**config.mk**
```make
export PLATFORM = sky130hd
export DESIGN_NAME = tpi_irq_ctrl
export DESIGN_NICKNAME = d
export VERILOG_FILES = /design/src/rtl/tpi_pkg.sv /design/src/rtl/tpi_edge_sync.sv /design/src/rtl/tpi_irq_ctrl.sv
export SDC_FILE = /design/constraint.sdc
export NUM_CORES = 1
export LEC_CHECK = 0
export ABC_AREA = 1
export CAP_MARGIN = 10
export CORE_ASPECT_RATIO = 1.2
export CORE_UTILIZATION = 50
export DETAILED_ROUTE_END_ITERATION = 8
export PLACE_DENSITY = 0.86
export REMOVE_ABC_BUFFERS = 1
export SETUP_SLACK_MARGIN = 0.4
export SYNTH_ARGS = -nofsm -noshare
export SYNTH_HDL_FRONTEND = slang
export SYNTH_SLANG_ARGS = --single-unit
```
**constraint.sdc**
```tcl
create_clock -name clock -period 2.8 [get_ports clock]
set_clock_uncertainty 0.1 [all_clocks]
set_input_delay 0.7 -clock clock [delete_from_list [all_inputs] [get_ports clock]]
set_output_delay 0.7 -clock clock [all_outputs]
set_load 0.02 [all_outputs]
```
**src/rtl/tpi_pkg.sv**
```systemverilog
// Shared constants and helpers for the tri-port I/O interrupt controller.
package tpi_pkg;

    localparam int unsigned NUM_IRQ_DEFAULT = 5;

    localparam logic [2:0] RS_PRC  = 3'd2;
    localparam logic [2:0] RS_DDRC = 3'd5;
    localparam logic [2:0] RS_CR   = 3'd6;
    localparam logic [2:0] RS_AIR  = 3'd7;

    localparam int unsigned CR_PRIO = 0;
    localparam int unsigned CR_I3R  = 1;
    localparam int unsigned CR_I4R  = 2;

    typedef struct packed {
        logic       valid;
        logic [2:0] idx;
    } prio_t;

    // Highest set bit wins; ascending scan lets later (higher) bits overwrite.
    function automatic prio_t prio_enc(input logic [7:0] vec);
        prio_t res;
        res.valid = 1'b0;
        res.idx   = 3'd0;
        for (int i = 0; i < 8; i++) begin
            if (vec[i]) begin
                res.valid = 1'b1;
                res.idx   = 3'(i);
            end
        end
        return res;
    endfunction

endpackage

```
**src/rtl/tpi_edge_sync.sv**
```systemverilog
// Per-pin synchroniser and edge detector producing a registered one-cycle edge pulse.
module tpi_edge_sync #(
    parameter int unsigned SYNC_STAGES = 2
) (
    input  logic clock,
    input  logic reset,
    input  logic pin,
    input  logic rise_sel,
    output logic edge_pulse
);

    logic [SYNC_STAGES-1:0] sync_q;
    logic                   hist_q;
    logic                   pulse_q;
    logic                   synced;
    logic                   detect;

    assign synced = sync_q[SYNC_STAGES-1];

    always_comb begin
        detect = 1'b0;
        if (rise_sel) begin
            detect = synced & ~hist_q;
        end else begin
            detect = ~synced & hist_q;
        end
    end

    // Idle-high reset so a quiet pin never looks like a fresh edge.
    always_ff @(posedge clock) begin
        if (reset) begin
            sync_q  <= '1;
            hist_q  <= 1'b1;
            pulse_q <= 1'b0;
        end else begin
            sync_q  <= {sync_q[SYNC_STAGES-2:0], pin};
            hist_q  <= synced;
            pulse_q <= detect;
        end
    end

    assign edge_pulse = pulse_q;

endmodule

```
**src/rtl/tpi_irq_ctrl.sv**
```systemverilog
// Port C interrupt controller: edge latch (ILR), mask, nested priority service (ISR), IRQ output.
module tpi_irq_ctrl
    import tpi_pkg::*;
#(
    parameter int unsigned NUM_IRQ     = NUM_IRQ_DEFAULT,
    parameter int unsigned SYNC_STAGES = 2
) (
    input  logic               clock,
    input  logic               reset,
    input  logic               sel,
    input  logic [2:0]         rs,
    input  logic               wr_stb,
    input  logic               rd_stb,
    input  logic [7:0]         data_in,
    output logic [7:0]         data_out,
    input  logic [NUM_IRQ-1:0] irq_pins,
    output logic               irq
);

    logic [NUM_IRQ-1:0] ilr_q, ilr_d;
    logic [NUM_IRQ-1:0] mask_q, mask_d;
    logic [NUM_IRQ-1:0] isr_q, isr_d;
    logic [2:0]         cr_q, cr_d;
    logic               irq_q, irq_d;

    logic [NUM_IRQ-1:0] edge_set;
    logic [NUM_IRQ-1:0] pend;
    logic [NUM_IRQ-1:0] above;
    logic [NUM_IRQ-1:0] h_onehot;
    prio_t              isr_top;
    prio_t              h;
    logic               prio_en;
    logic               rd_air, wr_air, wr_mask, wr_cr;

    for (genvar i = 0; i < NUM_IRQ; i++) begin : g_in
        logic rise_sel;
        if (i == 3) begin : g_i3
            assign rise_sel = cr_q[CR_I3R];
        end else if (i == 4) begin : g_i4
            assign rise_sel = cr_q[CR_I4R];
        end else begin : g_fall
            assign rise_sel = 1'b0;
        end

        tpi_edge_sync #(
            .SYNC_STAGES(SYNC_STAGES)
        ) u_sync (
            .clock     (clock),
            .reset     (reset),
            .pin       (irq_pins[i]),
            .rise_sel  (rise_sel),
            .edge_pulse(edge_set[i])
        );
    end

    assign prio_en = cr_q[CR_PRIO];
    assign pend    = ilr_q & mask_q;
    assign rd_air  = sel & rd_stb & (rs == RS_AIR);
    assign wr_air  = sel & wr_stb & (rs == RS_AIR);
    assign wr_mask = sel & wr_stb & (rs == RS_DDRC);
    assign wr_cr   = sel & wr_stb & (rs == RS_CR);

    // Only pending levels strictly above the one currently in service may interrupt.
    always_comb begin
        isr_top  = prio_enc(8'(isr_q));
        above    = '0;
        h_onehot = '0;
        for (int i = 0; i < NUM_IRQ; i++) begin
            above[i] = ~isr_top.valid | (isr_top.idx < 3'(i));
        end
        h = prio_enc(8'(pend & above));
        for (int i = 0; i < NUM_IRQ; i++) begin
            h_onehot[i] = h.valid & (h.idx == 3'(i));
        end
        irq_d = prio_en ? h.valid : |pend;
    end

    always_comb begin
        ilr_d  = ilr_q;
        isr_d  = isr_q;
        mask_d = mask_q;
        cr_d   = cr_q;

        if (rd_air && prio_en) begin
            isr_d = isr_d | h_onehot;
        end
        if (wr_mask) begin
            mask_d = data_in[NUM_IRQ-1:0];
        end
        if (wr_cr) begin
            cr_d = data_in[2:0];
            if (!data_in[CR_PRIO]) begin
                isr_d = '0;
            end
        end
        if (wr_air) begin
            if (prio_en) begin
                for (int i = 0; i < NUM_IRQ; i++) begin
                    if (isr_top.valid && (isr_top.idx == 3'(i))) begin
                        isr_d[i] = 1'b0;
                        ilr_d[i] = 1'b0;
                    end
                end
            end else begin
                ilr_d = ilr_d & ~data_in[NUM_IRQ-1:0];
            end
        end
        // A new edge outranks a same-cycle clear.
        ilr_d = ilr_d | edge_set;
    end

    always_ff @(posedge clock) begin
        if (reset) begin
            ilr_q  <= '0;
            isr_q  <= '0;
            mask_q <= '0;
            cr_q   <= '0;
            irq_q  <= 1'b0;
        end else begin
            ilr_q  <= ilr_d;
            isr_q  <= isr_d;
            mask_q <= mask_d;
            cr_q   <= cr_d;
            irq_q  <= irq_d;
        end
    end

    always_comb begin
        data_out = '0;
        case (rs)
            RS_PRC: begin
                data_out[NUM_IRQ-1:0] = ilr_q;
                data_out[5]           = irq_q;
            end
            RS_DDRC: data_out[NUM_IRQ-1:0] = mask_q;
            RS_CR:   data_out[2:0]         = cr_q;
            RS_AIR:  data_out[NUM_IRQ-1:0] = prio_en ? h_onehot : pend;
            default: data_out = '0;
        endcase
    end

    assign irq = irq_q;

endmodule

```
==> results of run 1 <==
==> final cells by class <==
class | count | area, um^2 | area share [%]
Timing Repair Buffer | 38 | 324 | 14.6
Inverter | 34 | 128 | 5.77
Tap cell | 37 | 46.3 | 2.09
Multi-Input combinational cell | 155 | 821 | 37.1
Sequential cell | 39 | 787 | 35.6
Clock buffer | 5 | 68.8 | 3.11
Clock inverter | 2 | 37.5 | 1.70
==> sequential cells by signal, indices dropped and copies added, names as in the netlist <==
name and flops:
g_in.u_sync.sync_q 10, isr_q 5, cr_q 3, irq 1
mask_q 5, g_in.u_sync.hist_q 5, ilr_q 5, g_in.u_sync.edge_pulse 5
==> cells by family after synthesis <==
family	after synthesis	synth area share [%]
and+or+nand+nor	118	34.3
AOI/OAI and AO/OA	35	10.8
other	1	0.216
DFF	39	45.1
buffers and inverters	41	9.60
==> worst max-delay path by stage <==
stage                             end  slack, ns                start
final                     data_out[0]       0.44  isr_q[4]$_SDFF_PP0_
after global routing      data_out[3]       0.33  ilr_q[3]$_SDFF_PP0_
after CTS                 data_out[0]       0.41  isr_q[4]$_SDFF_PP0_
after detailed placement  data_out[2]      -0.43                rs[1]
after global placement    data_out[0]      -0.39                rs[1]
after floorplan           data_out[2]       0.70                rs[0]
==> power by group through the flow <==
stage | Clock, W | Sequential [W] | Combinational, W
6_report | 0.000451 | 0.000577 | 0.0000948
5_1_grt | 0.000479 | 0.000578 | 0.000104
4_1_cts | 0.000462 | 0.000577 | 0.0000943
3_5_place_dp | 0 | 0.000590 | 0.0000935
3_3_place_gp | 0 | 0.000589 | 0.0000915
2_1_floorplan | 0 | 0.000589 | 0.0000387
==> layer usage <==
layer  track usage, %  vias to the layer above
li1                 -                      822
met1             25.4                      763
met2             40.4                       35
met3             5.24                        8
met4             10.9                        0
met5                0                        -
==> per-stage QoR <==
step	instance area (um^2)	worst slack, ns	utilization, %
after floorplan	1700	0.700	-
after global placement	2080	-0.391	62.4
after detailed placement	2080	-0.426	62.4
after CTS	2190	0.406	65.7
after global routing	2210	0.331	66.3
final	2210	0.438	66.3
==> worst min-delay path, cell delays in order (launching register included) <==
cell and delay [ns]:
dfxtp_1 0.30, inv_1 0.04, nor2_1 0.03
==> repair_timing <==
item / in CTS / in global routing
setup endpoints to repair: 6 / 4
pin swaps: 4 / 2
gates resized for setup: 49 / 6
buffers inserted: 0 / 1
hold buffers: 0 / 0
gates cloned: 0 / 0
==> cell usage in the layout, fill, tap and decap left out, drive strengths merged, types with 2 or more instances in the layout <==
| cell type | count |
|---|---|
| a21oi | 18 |
| nor2 | 30 |
| o21ai | 12 |
| buf | 22 |
| inv | 34 |
| or2 | 13 |
| nand2 | 40 |
| nand4 | 6 |
| nand3 | 24 |
| dfxtp | 39 |
| conb | 2 |
| a31oi | 2 |
| nor3 | 4 |
| clkdlybuf4s50 | 15 |
| clkbuf | 5 |
| a221oi | 2 |
==> flow_summary.yaml, run 1 <==
status:
  status: "completed"
sta:
  final_hold_viol_count: 0
  report.final.slew_viol_count: 0
  timing.final.crit_share_pct: 84.3
  timing.hold.ws_ns: 0.308
  tns_ns: 0
  rsz0062_at_grt: "yes"
  finalCriticalPeriod_ns: 2.36
  setup_viol: 0
  max_freq_ghz: 0.423
power:
  intPower_w: 0.000876
  p_seq_share_pct: 51.4
  power_frac_comb_pct: 8.4
  ir_drop_v: 0.000520
  finalPower_w: 0.00112
  p_leak_nw: 1.03
  switchingPower_w: 0.000247
  p_per_area_nw_per_um2: 508
  clkPwrFrac_pct: 40.2
  netSwitchingFraction_pct: 22.0
routing:
  dr.pass1.iters: 4
  routedWlPerCell_um: 12.2
  dr_total_vias: 1628
  dr_wl_met3_um: 140
  drc: 0
  wl_met2_mm: 1.91
  finalWirelength_mm: 3.79
  ant_nets: 0
  wl_met1_mm: 1.66
  drt_iter0_drc: 55
  via_per_inst: 5.25
  routed.top_layer: "met4"
hold_path:
  min_to: "g_in[1].u_sync.edge_pulse$_SDFF_PP0_"
  hold_class: "reg2reg"
  min_path_cells: 2
  min_from: "g_in[1].u_sync.hist_q$_SDFF_PP1_"
synth:
  syn_area_um2: 1730
  postSynthAreaPerCell_um2: 7.41
  synth_edf_count: 0
  yosysUniqueCellTypes: 27
  synth.most_common_cell: "dfxtp_1"
  netlist_top_cells_count: "dfxtp_1, nand2_1, inv_1"
  synth-seq-cells: 39
  synth_top_cell_by_area: "dfxtp_1"
  synthCells: 234
  synth_top_area_share_pct: 45.1
  yosysWarningCount: 0
  yosysSeqAreaShare_pct: 45.1
  synthFlopType: "dfxtp_1"
  synthArstFlopShare_pct: 0
  synth.area.top_cells: "dfxtp_1, nand2_1, inv_1, nand3_1, nor2_1"
clock_tree:
  cts_root_buf: "clkbuf_8"
  clkLatencyLatePin_ns: 0.29
  cts.path.max_buffers: 2
  cts_tree: "built"
  numCtsBuffers: 5
  clk_pin_slew_ns: 0.07
  cts_num_sinks: 39
  htree_levels: 2
global_route:
  grt_overflow: 0
  grt_pass1_vias: 1499
  grt_max_degree: 20
  antenna_found_initial: 0
  grt_usage_pct: 22.6
  grt_first_pass_wirelength_mm: 6.38
worst_setup_path:
  reg2reg_from: "cr_q[0]$_SDFFE_PP0P_"
  rrSetupSlack_ns: 1.48
  critPathKind: "reg2out"
  max_stage_delay_ns: 0.38
  setup.worst_path.end_class: "primary output"
  crit_cells: 10
  cpMostUsedCell: "nand2_1"
  cp-start-kind: "flop"
  rr_worst_depth: 5
  crit_slowest_cell: "dfxtp_4"
  r2r_end: "isr_q[1]$_SDFF_PP0_"
  cp_num_buf_inv: 2
  crit_chain: "nor2_4 -> nand3_2 -> inv_2 -> nand2_2 -> nor2_4 -> nand2_1 -> nand2_1 -> nand2_1 -> nand2_1 -> buf_6"
  required_ns: 2.00
  worst_ep_arrival_time_ns: 1.56
  cp_top_family: "simple AND/OR/NAND/NOR gates"
  worstPathMaxFanout: 7
floorplanning:
  core_area_um2: 3340
  start_util_pct: 51.9
  pin_count: 30
  fp.dieArea_um2: 3710
  die_x_um: 55.7
  die_y_um: 66.5
  num_rows: 23
placed_design:
  dpl.cell_count: 302
  port_buffers: 24
  gp_congestion: 0.920
  hpwlAfterDp_mm: 2.75
layout:
  antenna_cells: 0
  fillers: 295
  finalNetCount: 294
  drive_above_1_share_pct: 24.2
  syn2layout_area_growth_pct: 27.7
  layout.cells.non_filler: 310
run:
  maxCapViolations: 0
(Power assumes the default switching activity.)
==> run 2, diff against run 1 <==
CORE_UTILIZATION = 47   (was 50)
PLACE_DENSITY = 0.85   (was 0.86)
clock period = 2.1 ns   (was 2.8 ns; I/O delays follow)
==> run 2 against run 1 <==
  * The flow now finishes with violations (design-rule violations, negative setup slack)
  * Worst hold slack better by 0.0068 ns
  * Non-clock buffer count up 48
  * Cell area up 26%
  * Sequential power up 33%
  * Cell count up 16%
  * Die area up 6.2%
  * Wire length up 61%
  * Core utilization up 15 points
  * Worst setup slack worse by 0.70 ns
  * First-iteration DRC count rose to 3.2 times the previous value
  * Critical path type unchanged
  * Critical endpoint is now data_out[1]
  * Largest cell class unchanged
  * Highest routed layer unchanged
==> flow_summary.yaml, run 2 (synthesized netlist as in run 1, its figures left out) <==
status:
  status: "complete, but fails checks"
  violations: "design-rule violations, negative setup slack"
clock_tree:
  cts.path.max_buffers: 2
  htree_levels: 2
  cts_tree: "built"
  cts_root_buf: "clkbuf_8"
  numCtsBuffers: 5
  clk_pin_slew_ns: 0.08
  cts_num_sinks: 39
  clkLatencyLatePin_ns: 0.30
run:
  maxCapViolations: 0
placed_design:
  pre_cts_ws_ns: -0.808
  placed_area_um2: 2380
  hpwlAfterDp_mm: 3.36
  port_buffers: 24
  gp_congestion: 0.899
worst_setup_path:
  critPathLaunch: "isr_q[4]$_SDFF_PP0_"
  cp-start-kind: "flop"
  worst_ep_arrival_time_ns: 1.73
  reg2reg_from: "isr_q[4]$_SDFF_PP0_"
  rr_worst_depth: 7
  required_ns: 1.47
  worstPathMaxFanout: 3
  r2r_end: "isr_q[3]$_SDFF_PP0_"
  critPathKind: "reg2out"
  rrSetupSlack_ns: 0.51
  setup.worst_path.end_class: "primary output"
sta:
  timing.final.crit_share_pct: 112
  timing.hold.ws_ns: 0.315
  setup_viol: 5
  max_freq_ghz: 0.424
  report.final.slew_viol_count: 0
  finalCriticalPeriod_ns: 2.36
  worst_slack_ns: -0.260
  rsz0062_at_grt: "yes"
  final_hold_viol_count: 0
global_route:
  grt_max_degree: 13
  grt_overflow: 0
  grt_first_pass_wirelength_mm: 8.85
  grt_usage_pct: 30.7
  antenna_found_initial: 0
  grt_pass1_vias: 2008
routing:
  dr_total_vias: 2028
  ant_nets: 0
  drc: 3
  routedWlPerCell_um: 17.0
  finalWirelength_mm: 6.10
  dr.pass1.iters: 7
  via_per_inst: 5.65
  drt_iter0_drc: 177
layout:
  regMostFlops: "g_in.u_sync.sync_q"
  multi_input_area_um2: 933
  largest_reg_flops: 10
  fin_area_um2: 2780
  antenna_cells: 0
  layout_common_cells: "buf_4, dfxtp_1, nand2_1"
  syn2layout_area_growth_pct: 60.5
  seqCellArea_um2: 788
  fillers: 206
  finalNetCount: 342
  drive_above_1_share_pct: 43.5
  final_common_cell: "buf_4"
floorplanning:
  die_y_um: 68.5
  start_util_pct: 50.6
  num_rows: 23
  core_area_um2: 3420
  fp.dieArea_um2: 3930
  die_x_um: 57.4
  pin_count: 30
power:
  p_leak_nw: 1.34
  ir_drop_v: 0.000627
  finalPower_w: 0.00168
  p_per_area_nw_per_um2: 604
hold_path:
  min_path_cells: 1
  min_to: "g_in[3].u_sync.sync_q[1]$_SDFF_PP1_"
  hold_class: "reg2reg"
  min_from: "g_in[3].u_sync.sync_q[0]$_SDFF_PP1_"
[run 2: cell types whose count changed in the layout (fill, tap and decap cells not counted), sizes merged]
cell and delta:
buf +49, bufinv +1, clkinvlp -1, clkbuf +1, dlymetal6s2s +1, clkdlybuf4s50 -2
dlygate4sd2 +1, clkdlybuf4s15 -1
[run 2: how the worst max path moves through the flow]
stage                   to  slack (ns)  cells past startpoint
4_1_cts        data_out[1]       -0.12                      9
3_5_place_dp   data_out[2]       -0.81                      7
2_1_floorplan  data_out[3]        0.32                      4
5_1_grt        data_out[3]       -0.45                      7
6_report       data_out[1]       -0.26                      9
3_3_place_gp   data_out[2]       -0.74                      7
[run 2: what timing repair did]
action,CTS,global route
cloned,0,0
setup endpoints to repair,18,13
gates resized for setup,79,37
buffers inserted,7,2
pin swaps,9,6
hold buffers,0,0
[run 2: report_power, final]
group,internal (W),leakage (nW),switching (W)
Sequential,0.000759,0.321,0.00000805
Combinational,0.0000876,0.957,0.0000869
Clock,0.000475,0.0654,0.000263
[run 2: layer usage]
metal | up-vias | GRT usage (%) | part of all wire, %
li1 | 924 | - | -
met1 | 953 | 31.8 | 37
met2 | 114 | 57.4 | 52
met3 | 37 | 6.53 | 6.5
met4 | 0 | 17.7 | 4.5
met5 | - | 0 | 0
[run 2: worst max-delay path: stages, from the launching register on]
cell	delay, ns
dfxtp_4	0.36
buf_4	0.15
nor2_4	0.13
inv_1	0.10
buf_4	0.15
nand4_1	0.12
nand2_1	0.09
nand2_1	0.08
nand3_2	0.09
buf_6	0.15
[run 2: per-stage QoR]
step,TNS (ns),util (%),std cells
3_3_place_gp,-4.41,69.6,342
2_1_floorplan,0,-,228
4_1_cts,-0.386,77.1,357
6_report,-0.839,81.2,359
3_5_place_dp,-5.33,69.6,342
5_1_grt,-1.43,81.2,359
[run 2: cell type report]
type | count | share of cell area [%]
Timing Repair Buffer | 86 | 26.8
Tap cell | 37 | 1.66
Clock inverter | 2 | 2.16
Clock buffer | 6 | 2.61
Inverter | 34 | 4.86
Sequential cell | 39 | 28.3
Multi-Input combinational cell | 155 | 33.6
==> run 3, diff against run 2 <==
TNS_END_PERCENT = 5   (was default)
==> run 3 against run 2 <==
  * The run still ends with design-rule violations, negative setup slack left
  * First-iteration DRC count down 20%
  * Count of clock-buffer cells in the layout is the same
  * Register-to-register slack improved by 0.05 ns
  * Flip-flop and latch count is the same
  * Via count is 4.4% lower
  * Fmax increased by 2.9%
  * Critical path type unchanged
==> flow_summary.yaml, run 3 (synthesized netlist as in run 1, its figures left out) <==
status:
  violations: "design-rule violations, negative setup slack"
  status: "complete, but fails checks"
sta:
  rsz0062_at_grt: "yes"
  setup_viol: 4
  finalCriticalPeriod_ns: 2.29
  report.final.slew_viol_count: 0
  max_freq_ghz: 0.436
  timing.final.crit_share_pct: 109
  timing.hold.ws_ns: 0.314
  worst_slack_ns: -0.193
  final_hold_viol_count: 0
floorplanning:
  pin_count: 30
  num_rows: 23
  die_y_um: 68.5
  die_x_um: 57.4
  core_area_um2: 3420
  fp.dieArea_um2: 3930
  start_util_pct: 50.6
global_route:
  antenna_found_initial: 0
  grt_overflow: 0
  grt_usage_pct: 27.5
  use_met2_pct: 51.5
  grt_max_degree: 13
  met3_usage_pct: 6.34
  grt.busiest_layer: "met2"
  grt_use_met1_pct: 29.0
  grt_first_pass_wirelength_mm: 8.03
  grt_pass1_vias: 1871
run:
  maxCapViolations: 0
worst_setup_path:
  worstPathMaxFanout: 3
  worst_ep_arrival_time_ns: 1.67
  required_ns: 1.47
  cp-start-kind: "flop"
  setup.worst_path.end_class: "primary output"
  reg2reg_from: "isr_q[4]$_SDFF_PP0_"
  crit_chain: "nor2_4 -> buf_6 -> nand3_2 -> buf_4 -> nand4_1 -> nand2_1 -> nand2_1 -> nand3_2 -> buf_6"
  crit_slowest_cell: "dfxtp_4"
  cp_num_buf_inv: 3
  critPathKind: "reg2out"
  critPathLaunch: "isr_q[4]$_SDFF_PP0_"
  max_stage_delay_ns: 0.36
  cp_top_family: "simple AND/OR/NAND/NOR gates"
clock_tree:
  htree_levels: 2
  cts_num_sinks: 39
  cts_root_buf: "clkbuf_8"
  cts_tree: "built"
  clkLatencyLatePin_ns: 0.30
  hold_buffers: 0
  clk_pin_slew_ns: 0.08
  cts.path.max_buffers: 2
  numCtsBuffers: 5
routing:
  via_per_inst: 5.47
  dr_total_vias: 1938
  routedWlPerCell_um: 14.8
  drc: 3
  finalWirelength_mm: 5.24
  ant_nets: 0
  dr.pass1.iters: 6
  drt_iter0_drc: 142
placed_design:
  gp_congestion: 0.899
  hpwlAfterDp_mm: 3.36
  pre_cts_ws_ns: -0.808
  port_buffers: 24
power:
  p_per_area_nw_per_um2: 627
  p_leak_nw: 1.29
  ir_drop_v: 0.000563
layout:
  drive_above_1_share_pct: 39.7
  regMostFlops: "g_in.u_sync.sync_q"
  largest_reg_flops: 10
  syn2layout_area_growth_pct: 53.5
  antenna_cells: 0
  fillers: 231
  layout_common_cells: "buf_4, dfxtp_1, nand2_1"
  final_common_cell: "buf_4"
  finalNetCount: 337
hold_path:
  hold_class: "reg2reg"
  min_from: "g_in[2].u_sync.sync_q[0]$_SDFF_PP1_"
==> run 3: power by group <==
part / total [W] / switching [W] / internal (W) / leakage [nW]
Clock: 0.000738 / 0.000263 / 0.000475 / 0.0654
Sequential: 0.000766 / 0.00000718 / 0.000759 / 0.320
Combinational: 0.000163 / 0.0000827 / 0.0000804 / 0.908
==> run 3: routing by layer <==
metal / wire (um) / up-vias / part of all wire (%)
met2: 2640 / 105 / 50
li1: - / 912 / -
met1: 1890 / 892 / 36
met5: 0 / - / 0
met3: 387 / 29 / 7.4
met4: 317 / 0 / 6.1
==> run 3: worst paths after layout <==
check	slack (ns)	endpoint	cells past startpoint
setup / recovery	-0.19	data_out[1]	9
hold / removal	0.31	g_in[2].u_sync.sync_q[1]$_SDFF_PP1_	1
setup reg to reg	0.56	isr_q[2]$_SDFF_PP0_	6
hold reg to reg	0.31	g_in[2].u_sync.sync_q[1]$_SDFF_PP1_	1
==> run 3: metrics by stage <==
| stage | TNS, ns | total power, W | cell area [um^2] | util, % | cells |
|---|---|---|---|---|---|
| after floorplan | 0 | 0.000836 | 1700 | - | 228 |
| after global placement | -4.41 | 0.000924 | 2380 | 69.6 | 342 |
| after detailed placement | -5.33 | 0.000929 | 2380 | 69.6 | 342 |
| after CTS | -0.386 | 0.00167 | 2560 | 74.8 | 353 |
| after global routing | -0.887 | 0.00172 | 2660 | 77.7 | 354 |
| final | -0.582 | 0.00167 | 2660 | 77.7 | 354 |
==> run 3: cell type report <==
type                            instances  area (um^2)  area share [%]
Clock inverter                          2         60.1            2.26
Timing Repair Buffer                   81          679            25.5
Tap cell                               37         46.3            1.74
Sequential cell                        39          786            29.5
Inverter                               34          138            5.17
Clock buffer                            6         72.6            2.73
Multi-Input combinational cell        155          878            33.0
==> run 3: worst register-to-register path: stages (launching register included) <==
cell	delay, ns
dfxtp_4	0.36
buf_4	0.13
buf_4	0.14
nor3_1	0.35
a31oi_1	0.19
nand2_1	0.11
nor2_1	0.05
==> run 3: what timing repair did <==
item | CTS | global route
setup endpoints to repair | 18 | 12
pin swaps | 5 | 8
resized for setup | 55 | 39
buffers inserted | 3 | 1
